===== src/rtl/pi_integrator.sv =====
// pi_integrator: saturating power-of-two-gain integrator with anti-windup; `INTEGRATOR_LEAK_EN adds a leak term
module pi_integrator #(
  parameter int E_W        = 8,
  parameter int ACC_W      = 16,
  parameter int OUT_W      = 8,
  parameter int SHIFT_W    = 4,
  parameter int LEAK_SHIFT = 6
) (
  input  logic                      clk,
  input  logic                      rst_n,
  input  logic                      ena,
  input  logic                      e_valid,
  input  logic signed [E_W-1:0]     e,
  input  logic        [SHIFT_W-1:0] k_shift,
  input  logic                      hold,
  input  logic                      clr,
  output logic signed [OUT_W-1:0]   i_contrib,
  output logic                      i_valid,
  output logic                      sat_flag
);
  localparam logic signed [ACC_W-1:0] A_MAX = {1'b0, {(ACC_W-1){1'b1}}};
  localparam logic signed [ACC_W-1:0] A_MIN = ~A_MAX;
  localparam logic signed [ACC_W-1:0] O_MAX = {{(ACC_W-OUT_W+1){1'b0}}, {(OUT_W-1){1'b1}}};
  localparam logic signed [ACC_W-1:0] O_MIN = ~O_MAX;
  if (ACC_W < E_W + 1 || OUT_W > ACC_W || OUT_W < 2 || LEAK_SHIFT < 1 || LEAK_SHIFT >= ACC_W) begin : g_bad_params
    $error("pi_integrator: illegal parameter combination");
  end
  logic signed [ACC_W-1:0]   acc, acc_nx, scaled, scaled_c;
  logic        [SHIFT_W-1:0] k_q;
  logic                      pend, block;
  logic signed [E_W-1:0]     e_eff;
  logic signed [ACC_W:0]     sum;
  logic        [31:0]        sh;
  // same-sign (or any nonzero on a zero accumulator) samples would push further into saturation
  assign block = hold && e != '0 && (acc == '0 || e[E_W-1] == acc[ACC_W-1]);
  assign e_eff = block ? '0 : e;
`ifdef INTEGRATOR_LEAK_EN
  logic signed [ACC_W-1:0] leak;
  assign leak = acc >>> LEAK_SHIFT;
  assign sum  = {acc[ACC_W-1], acc} + {{(ACC_W+1-E_W){e_eff[E_W-1]}}, e_eff} - {leak[ACC_W-1], leak};
`else
  assign sum  = {acc[ACC_W-1], acc} + {{(ACC_W+1-E_W){e_eff[E_W-1]}}, e_eff};
`endif
  assign acc_nx   = (sum[ACC_W] != sum[ACC_W-1]) ? (sum[ACC_W] ? A_MIN : A_MAX) : sum[ACC_W-1:0];
  assign sh       = (32'(k_q) > 32'(ACC_W-1)) ? 32'(ACC_W-1) : 32'(k_q);
  assign scaled   = acc >>> sh;
  assign scaled_c = (scaled > O_MAX) ? O_MAX : (scaled < O_MIN) ? O_MIN : scaled;
  always_ff @(posedge clk) begin
    if (!rst_n) begin
      acc       <= '0;
      k_q       <= '0;
      pend      <= 1'b0;
      i_contrib <= '0;
      i_valid   <= 1'b0;
      sat_flag  <= 1'b0;
    end else if (!ena) begin
      i_valid <= 1'b0;
    end else if (clr) begin
      acc       <= '0;
      pend      <= 1'b0;
      i_contrib <= '0;
      i_valid   <= 1'b0;
      sat_flag  <= 1'b0;
    end else begin
      i_valid <= pend;
      pend    <= e_valid;
      if (pend) i_contrib <= scaled_c[OUT_W-1:0];
      if (e_valid) begin
        acc      <= acc_nx;
        k_q      <= k_shift;
        sat_flag <= acc_nx == A_MAX || acc_nx == A_MIN;
      end
    end
  end
endmodule


===== config.mk =====
export PLATFORM = sky130hd
export DESIGN_NAME = pi_integrator
export DESIGN_NICKNAME = d
export VERILOG_FILES = /design/src/rtl/pi_integrator.sv
export SDC_FILE = /design/constraint.sdc
export NUM_CORES = 1
export LEC_CHECK = 0
export ABC_CLOCK_PERIOD_IN_PS = 4990
export CAP_MARGIN = 20
export CORE_UTILIZATION = 45
export DETAILED_ROUTE_END_ITERATION = 7
export MAX_ROUTING_LAYER = met4
export PLACE_DENSITY = 0.67
export SKIP_CTS_REPAIR_TIMING = 1
export SLEW_MARGIN = 20
export SYNTH_ARGS = -nofsm -noshare
export SYNTH_HDL_FRONTEND = slang
export SYNTH_SLANG_ARGS = --single-unit

===== constraint.sdc =====
create_clock -name clk -period 4.99 [get_ports clk]
set_clock_uncertainty 0.1 [all_clocks]
set_input_delay 0.499 -clock clk [delete_from_list [all_inputs] [get_ports clk]]
set_output_delay 0.499 -clock clk [all_outputs]
set_load 0.02 [all_outputs]

==> results.py, run 1 <==
metrics = {
    "outcome": {
        "status": "finished clean",
    },
    "yosys": {
        "async_flop_share_pct": 0,
        "synth_cell_types": 58,
        "synth_top_area_share_pct": 21.9,
        "synthFlopType": "dfxtp_1",
        "yosysWarnings": 0,
        "yosys.area_share.simple_pct": 23.0,
        "synth_area_leaders": "dfxtp_1 (22%), mux2i_1 (7.4%), ha_1 (7.1%)",
        "synth-compound-area-share_pct": 28.3,
        "ys_seq_area_share_pct": 21.9,
        "yosys.area_share.adder_pct": 7.76,
        "avgSynthCellArea_um2": 7.82,
        "synth_top_family_by_area": "compound AO/OA/AOI/OAI gates",
        "synth_nets": 398,
        "yosys.area.top_type": "dfxtp_1",
        "synth_edf_count": 0,
        "syn_area_mm2": 0.00284,
        "synthCells": 363,
        "synthMuxAreaShare_pct": 11.9,
        "ys_seq_elements": 31,
        "synthXorXnorAreaFrac_pct": 4.01,
    },
    "sta": {
        "timing_hold_violations_final": 0,
        "period_share_pct": 91.7,
        "timing.final.max_slew_violations": 0,
        "report.final.setup_viol": 0,
        "relSlewSlack_pct": 41.8,
        "period_minus_slack_ns": 4.57,
        "max_freq_mhz": 219,
        "max_slew.worst_pin.slew_ns": 0.871,
        "tns_ns": 0,
        "rsz0062_at_grt": "false",
    },
    "place": {
        "dp_hpwl_mm": 5.46,
        "place.gp.congestion": 0.909,
        "io_buffer_count": 27,
    },
    "floorplanning": {
        "die_area_mm2": 0.00663,
        "die_h_um": 81.4,
        "fp-row-count": 28,
        "start_util_pct": 47.4,
        "ios": 28,
        "core_area_mm2": 0.00599,
        "fp.dieW_um": 81.4,
    },
    "routing": {
        "routed_wl_mm": 7.17,
        "drt_pass1_iterations": 4,
        "vias_per_cell": 5.84,
        "wl_per_cell_um": 15.4,
        "antenna_left": 0,
        "vias": 2710,
        "drc": 0,
        "drtIter0Drc": 173,
    },
    "cells_and_area": {
        "drive_gt1_share_pct": 7.46,
        "synthToLayoutAreaGrowth_pct": 15.1,
        "antenna_cells": 0,
        "multi_input_area_mm2": 0.00213,
        "layout.nets": 423,
        "utilization_pct": 54.5,
        "fillerInstances": 590,
        "regArea_um2": 621,
    },
    "pwr": {
        "powerDensity_mw_per_mm2": 194,
        "p_leak_uw": 0.00120,
        "power.total_uw": 635,
        "vdd_drop_max_mv": 0.155,
    },
    "global_routing": {
        "grt_pass1_vias": 2510,
        "antenna_found_initial": 0,
        "grt_overflow": 0,
        "grt_max_degree": 34,
        "grt_pass1_wl_mm": 12.0,
        "grtUsageTotal_pct": 23.9,
    },
    "clocking": {
        "cts.clk_slew.worst_paths_ns": 0.06,
        "clockBufferDepth": 2,
        "cts_inserted_buffers": 5,
        "clk-insertion-delay-late_ns": 0.28,
        "root_buffer": "clkbuf_8",
        "htreeDepth": 2,
        "tritoncts": "built",
        "clkSinkCount": 31,
    },
    "setup_path": {
        "critPathLaunch": "acc[7]",
        "worstSetupPathType": "reg2reg",
        "end_kind": "flop",
        "cp_max_fo": 7,
        "startpoint_type": "flop",
        "crit_path_cell_trace": "nor4_1 > nand4_1 > a31oi_1 > o21ai_0 > and2_1 > ha_1 > fa_1 > nand3_1 > nand2_1 > xor2_1 > or4_1 > or3_1 > nor4_1 > nand2_1 > or4_1 > o311ai_2",
        "worstPathRequired_ns": 5.08,
        "cp.arrival_ns": 4.67,
        "reg2reg_from": "acc[7]",
        "slowest_stage": "or4_1",
        "critPathMaxStageDelay_ns": 0.47,
    },
    "min_path": {
        "min_from": "pend",
        "min_path_type": "reg2reg",
    },
    "run": {
        "maxCapViolCount": 0,
    },
}
==> layout by cell type, fill, tap and decap left out, types with 10 or more instances in the layout <==
| cell type | synthesis | final |
|---|---|---|
| nand2_1 | 45 | 45 |
| dfxtp_1 | 31 | 31 |
| o21ai_0 | 27 | 27 |
| clkdlybuf4s50_1 | 0 | 27 |
| a21oi_1 | 24 | 24 |
| mux2i_1 | 21 | 21 |
| nor2_1 | 19 | 19 |
| ha_1 | 16 | 16 |
| nor2b_1 | 15 | 15 |
| a21boi_0 | 15 | 15 |
| a22oi_1 | 11 | 11 |
| nor3_1 | 10 | 10 |
| and2_1 | 10 | 10 |
==> stage by stage <==
step	setup WS [ns]	hold WS, ns	instances	cell area (um^2)
after floorplan	1.06	0.369	363	2840
after global placement	0.255	0.379	456	3190
after detailed placement	0.172	0.393	456	3190
after CTS	0.456	0.403	464	3270
after global routing	0.154	0.435	464	3270
final	0.415	0.400	464	3270
==> cell type report <==
class                           count  share of cell area [%]
Inverter                            8                   0.919
Sequential cell                    31                    19.0
Clock inverter                      1                   0.153
Clock buffer                        7                    2.34
Timing Repair Buffer               33                    9.65
Tap cell                           75                    2.87
Multi-Input combinational cell    309                    65.1
==> critical path, delay by kind of cell (launching register included) <==
family / cells / cell delay, ns
AO/OA/AOI/OAI: 3 / 0.69
adder cells (fa/ha/maj): 2 / 0.63
flip-flops: 1 / 0.37
AND/OR/NAND/NOR: 10 / 2.53
XOR/XNOR: 1 / 0.17
==> cells in the mapped netlist, drive strengths merged, types with 7 or more instances <==
| master | number |
|---|---|
| clkbuf | 10 |
| ha | 16 |
| xnor2 | 8 |
| o211ai | 9 |
| mux2 | 7 |
| a21oi | 24 |
| nand2 | 45 |
| o21ai | 30 |
| inv | 8 |
| mux2i | 21 |
| nor2b | 15 |
| and2 | 10 |
| nor3 | 11 |
| a21boi | 16 |
| nor2 | 19 |
| a22oi | 11 |
| dfxtp | 31 |
==> per-layer routing <==
layer | vias to the layer above | global-route usage [%] | part of all wire [%]
li1 | 1402 | - | -
met1 | 1250 | 33.1 | 51
met2 | 50 | 36.6 | 44
met3 | 8 | 3.44 | 3.8
met4 | 0 | 5.36 | 1.2
met5 | - | - | 0
==> sequential cells by signal (all words and copies together) (netlist names) <==
signal,cells
k_q,4
acc,16
i_valid,1
pend,1
i_contrib,8
sat_flag,1
==> path summary, 6_finish.rpt <==
check | end | slack [ns] | depth (start not counted)
max | sat_flag | 0.42 | 16
min | pend | 0.40 | 2
max reg2reg | sat_flag | 0.42 | 16
min reg2reg | pend | 0.40 | 2
==> power by group <==
part           leakage, uW  internal (uW)  total (uW)  switching [uW]
clock network    0.0000422           97.7         190            92.4
registers         0.000251            253         264            10.8
logic             0.000910           80.4         180             100
total              0.00120            431         635             203
==> logic make-up after synthesis <==
| logic type | Yosys count |
|---|---|
| AND/OR/NAND/NOR | 130 |
| AO/OA/AOI/OAI | 119 |
| flip-flops | 31 |
| multiplexers | 30 |
| buffers and inverters | 23 |
| adder cells (fa/ha/maj) | 17 |
| XOR/XNOR | 13 |
(Power assumes the default switching activity.)
==> inputs of run 2 (changes only) <==
Settings changed: PLACE_DENSITY 0.67 to default, PLACE_DENSITY_LB_ADDON from default to 0.08.
==> results.py, run 2 (synthesis gave the netlist of run 1 again) <==
metrics = {
    "outcome": {
        "status": "finished clean",
    },
    "run": {
        "maxCapViolCount": 0,
    },
    "clocking": {
        "cts.clk_slew.worst_paths_ns": 0.06,
        "root_buffer": "clkbuf_8",
        "cts_inserted_buffers": 5,
        "clockBufferDepth": 2,
        "clkSinkCount": 31,
        "tritoncts": "built",
        "htreeDepth": 2,
        "clk-insertion-delay-late_ns": 0.28,
    },
    "pwr": {
        "power.switching_uw": 203,
        "powerDensity_mw_per_mm2": 194,
        "vdd_drop_max_mv": 0.140,
        "pwr-share-comb_pct": 28.4,
        "p_int_uw": 431,
        "switching_share_pct": 32.0,
        "pwr-share-clk_pct": 29.9,
        "p_leak_uw": 0.00120,
        "seq_power_share_pct": 41.7,
        "power.total_uw": 633,
    },
    "routing": {
        "drtIter0Drc": 143,
        "drt_pass1_iterations": 4,
        "routed_wl_mm": 7.15,
        "vias": 2674,
        "vias_per_cell": 5.78,
        "antenna_left": 0,
        "drc": 0,
        "wl_per_cell_um": 15.4,
    },
    "place": {
        "placed_cells_incl_taps": 455,
        "io_buffer_count": 27,
        "dp_hpwl_mm": 5.54,
        "placed_area_mm2": 0.00318,
        "place.gp.congestion": 0.858,
    },
    "cells_and_area": {
        "drive_gt1_share_pct": 7.47,
        "antenna_cells": 0,
        "largest_register_ff_count": 16,
        "design_area_mm2": 0.00326,
        "top_register": "acc",
        "top_regs": "acc (16), i_contrib (8), k_q (4)",
        "instances_no_fill": 463,
        "final_common_cell": "nand2_1",
        "fillerInstances": 592,
        "layout_common_cells": "nand2_1 (45), dfxtp_1 (31), o21ai_0 (27), clkdlybuf4s50_1 (27), a21oi_1 (24)",
        "layout.nets": 422,
        "synthToLayoutAreaGrowth_pct": 15.0,
    },
    "floorplanning": {
        "die_area_mm2": 0.00663,
        "ios": 28,
        "core_area_mm2": 0.00599,
        "fp-row-count": 28,
        "die_h_um": 81.4,
        "fp.dieW_um": 81.4,
        "start_util_pct": 47.4,
    },
    "sta": {
        "rsz0062_at_grt": "false",
        "timing_hold_violations_final": 0,
        "max_slew.worst_pin.slew_ns": 0.892,
        "tns_ns": 0,
        "hold_slack_ns": 0.406,
        "period_share_pct": 90.3,
        "report.final.setup_viol": 0,
        "period_minus_slack_ns": 4.50,
        "timing.final.max_slew_violations": 0,
        "relSlewSlack_pct": 40.4,
        "max_freq_mhz": 222,
    },
    "global_routing": {
        "antenna_found_initial": 0,
        "grt_max_degree": 34,
        "grt_pass1_vias": 2536,
        "grt_pass1_wl_mm": 12.0,
        "grt_overflow": 0,
        "grtUsageTotal_pct": 24.3,
    },
    "setup_path": {
        "worstPathRequired_ns": 5.08,
        "cp_max_fo": 15,
        "cp.arrival_ns": 4.59,
        "startpoint_type": "input port",
        "end_kind": "flop",
        "worstSetupPathType": "in2reg",
    },
    "min_path": {
        "min_path_type": "reg2reg",
    },
}
## run 2: final timing paths
path | from | end | slack (ns) | cells after the start
worst max-delay path | e[3] | sat_flag | 0.49 | 14
worst max register to register | acc[7] | sat_flag | 0.54 | 16
worst min-delay path | pend | pend | 0.41 | 2
worst min register to register | pend | pend | 0.41 | 2
## run 2: metal layers
metal  part of all wire, %  track usage, %
met1                    54            34.3
met2                    43            36.8
met3                   2.7            3.78
met4                  0.53            4.64
met5                     0               -
## run 2: area by class of cell
| cell class | count | area [um^2] | share of cell area, % |
|---|---|---|---|
| clock buffers | 7 | 76.3 | 2.34 |
| well taps | 75 | 93.8 | 2.88 |
| repair buffers | 32 | 308 | 9.43 |
| flip-flops and latches | 31 | 621 | 19.0 |
| inverters | 8 | 30.0 | 0.920 |
| clock inverters | 1 | 5.00 | 0.153 |
| multi-input cells | 309 | 2130 | 65.3 |
## run 2: through the flow
step | util (%) | setup slack (ns)
after CTS | 54.5 | 0.500
final | 54.5 | 0.485
after global placement | 53.0 | 0.306
after global routing | 54.5 | 0.190
after detailed placement | 53.1 | 0.203
after floorplan | - | 1.06
## run 2: power groups by stage
stage                     Clock, uW  Sequential (uW)  Combinational [uW]
after floorplan                   0              264                 133
after global placement            0              269                 177
after detailed placement          0              269                 178
after CTS                       194              264                 179
after global routing            203              265                 201
final                           190              264                 180
## run 2: worst max-delay path, cell delays in order
cell and delay, ns:
clkdlybuf4s50_1 0.43, nor4_1 0.33, a21oi_1 0.11, o21ai_0 0.42
and2_1 0.25, ha_1 0.26, a211oi_1 0.34, nor3_2 0.13
o211ai_2 0.24, o211a_4 0.23, mux2_4 0.37, or2_0 0.26
or4_1 0.50, o311ai_2 0.21
==> inputs of run 3 (changes only) <==
--- a/config.mk
+++ b/config.mk
@@ -11,3 +11,2 @@
 export DETAILED_ROUTE_END_ITERATION = 7
-export MAX_ROUTING_LAYER = met4
 export PLACE_DENSITY_LB_ADDON = 0.08
==> constraint.sdc (replaced) <==
create_clock -name clk -period 4.99 [get_ports clk]
set_clock_uncertainty 0.1 [all_clocks]
set_input_delay 0.998 -clock clk [delete_from_list [all_inputs] [get_ports clk]]
set_output_delay 0.998 -clock clk [all_outputs]
set_load 0.02 [all_outputs]
==> results.py, run 3 (synthesis gave the netlist of run 1 again) <==
metrics = {
    "outcome": {
        "status": "finished clean",
    },
    "routing": {
        "drtIter0Drc": 168,
        "vias_per_cell": 5.92,
        "vias": 2781,
        "routed_wl_mm": 7.58,
        "wl_per_cell_um": 16.1,
        "drc": 0,
        "antenna_left": 0,
        "drt_pass1_iterations": 4,
    },
    "place": {
        "dp_slack_ns": -0.159,
        "place.gp.congestion": 0.879,
        "dp_hpwl_mm": 5.75,
        "placed_area_mm2": 0.00323,
        "io_buffer_count": 27,
        "placed_cells_incl_taps": 462,
    },
    "clocking": {
        "clockBufferDepth": 2,
        "clkSinkCount": 31,
        "root_buffer": "clkbuf_8",
        "clk-insertion-delay-late_ns": 0.29,
        "tritoncts": "built",
        "cts_inserted_buffers": 5,
        "htreeDepth": 2,
        "cts.clk_slew.worst_paths_ns": 0.07,
    },
    "floorplanning": {
        "fp.dieW_um": 81.4,
        "ios": 28,
        "start_util_pct": 47.4,
        "die_h_um": 81.4,
        "die_area_mm2": 0.00663,
        "core_area_mm2": 0.00599,
        "fp-row-count": 28,
    },
    "sta": {
        "timing_hold_violations_final": 0,
        "tns_ns": 0,
        "rsz0062_at_grt": "false",
        "period_share_pct": 94.8,
        "setup_slack_ns": 0.260,
        "relSlewSlack_pct": 39.4,
        "max_freq_mhz": 211,
        "report.final.setup_viol": 0,
        "timing.final.max_slew_violations": 0,
        "period_minus_slack_ns": 4.73,
        "max_slew.worst_pin.slew_ns": 0.908,
    },
    "cells_and_area": {
        "drive_gt1_share_pct": 10.4,
        "synthToLayoutAreaGrowth_pct": 18.8,
        "instances_no_fill": 470,
        "multi_input_area_mm2": 0.00215,
        "layout.nets": 429,
        "fillerInstances": 567,
        "antenna_cells": 0,
        "top_register": "acc",
        "final_common_cell": "nand2_1",
        "design_area_mm2": 0.00337,
        "largest_register_ff_count": 16,
        "regArea_um2": 621,
        "layout_common_cells": "nand2_1 (45), dfxtp_1 (31), o21ai_0 (27), clkdlybuf4s50_1 (27), a21oi_1 (24)",
        "top_regs": "acc (16), i_contrib (8), k_q (4)",
    },
    "setup_path": {
        "worstSetupPathType": "in2reg",
        "worstPathRequired_ns": 5.09,
        "critPathMaxStageDelay_ns": 0.49,
        "startpoint_type": "input port",
        "reg2reg_from": "acc[7]",
        "crit_path_cell_trace": "clkdlybuf4s50_1 > a31oi_2 > o21ai_0 > buf_4 > and2_1 > ha_1 > fa_1 > nand3_1 > nand2_1 > xor2_1 > or4_1 > or3_1 > nor4_2 > nand2_1 > or4_1 > o311ai_2",
        "r2r_setup_slack_ns": 0.57,
        "cp.arrival_ns": 4.83,
        "rr_worst_depth": 17,
        "end_kind": "flop",
        "cp_max_fo": 7,
        "slowest_stage": "or4_1",
        "worst_r2r_endpoint": "sat_flag",
    },
    "global_routing": {
        "grt_max_degree": 33,
        "grt_overflow": 0,
        "grtUsageTotal_pct": 24.3,
        "grt_pass1_wl_mm": 12.4,
        "antenna_found_initial": 0,
        "grt_pass1_vias": 2526,
    },
    "pwr": {
        "powerDensity_mw_per_mm2": 211,
        "vdd_drop_max_mv": 0.159,
        "p_leak_uw": 0.00126,
        "power.total_uw": 712,
    },
    "min_path": {
        "min_path_type": "reg2reg",
        "min_from": "pend",
        "whs_path_depth": 2,
        "min_to": "pend",
    },
    "run": {
        "maxCapViolCount": 0,
    },
}
## run 3: how the worst max path moves through the flow
stage,cells past startpoint,startpoint,endpoint
after floorplan,13,e[3],sat_flag
after global placement,16,e[7],sat_flag
after detailed placement,16,e[7],sat_flag
after CTS,16,e[7],sat_flag
after global routing,18,e[3],sat_flag
final,16,e[7],sat_flag
## run 3: critical path, delay by kind of cell
family	cells	cell delay, ns
buffers and inverters	2	0.63
XOR/XNOR	1	0.17
AO/OA/AOI/OAI	3	0.55
adder cells (fa/ha/maj)	2	0.61
AND/OR/NAND/NOR	8	1.86
## run 3: layout make-up
cell class	count	share of cell area, %
Clock inverter	2	1.04
Tap cell	75	2.78
Inverter	8	0.891
Clock buffer	6	2.45
Sequential cell	31	18.4
Multi-Input combinational cell	309	63.7
Timing Repair Buffer	39	10.7
## run 3: report_power, final
part | total [uW] | switching (uW) | leakage [uW] | internal [uW]
combinational | 187 | 104 | 0.000950 | 83.4
sequential | 264 | 10.9 | 0.000251 | 253
clock | 260 | 98.8 | 0.0000612 | 162
total | 712 | 214 | 0.00126 | 498
## run 3: per-layer routing
layer / vias up / GRT usage (%) / part of all wire (%)
li1: 1412 / - / -
met1: 1314 / 33.9 / 49
met2: 53 / 39.3 / 45
met3: 2 / 3.78 / 5.3
met4: 0 / 5.00 / 0.15
met5: - / 0 / 0
## run 3: through the flow
| stage | util (%) | hold slack [ns] |
|---|---|---|
| CTS | 56.0 | 0.404 |
| floorplan | - | 0.369 |
| finish | 56.3 | 0.405 |
| global route | 56.3 | 0.449 |
| global placement | 53.9 | 0.378 |
| detailed placement | 54.0 | 0.397 |
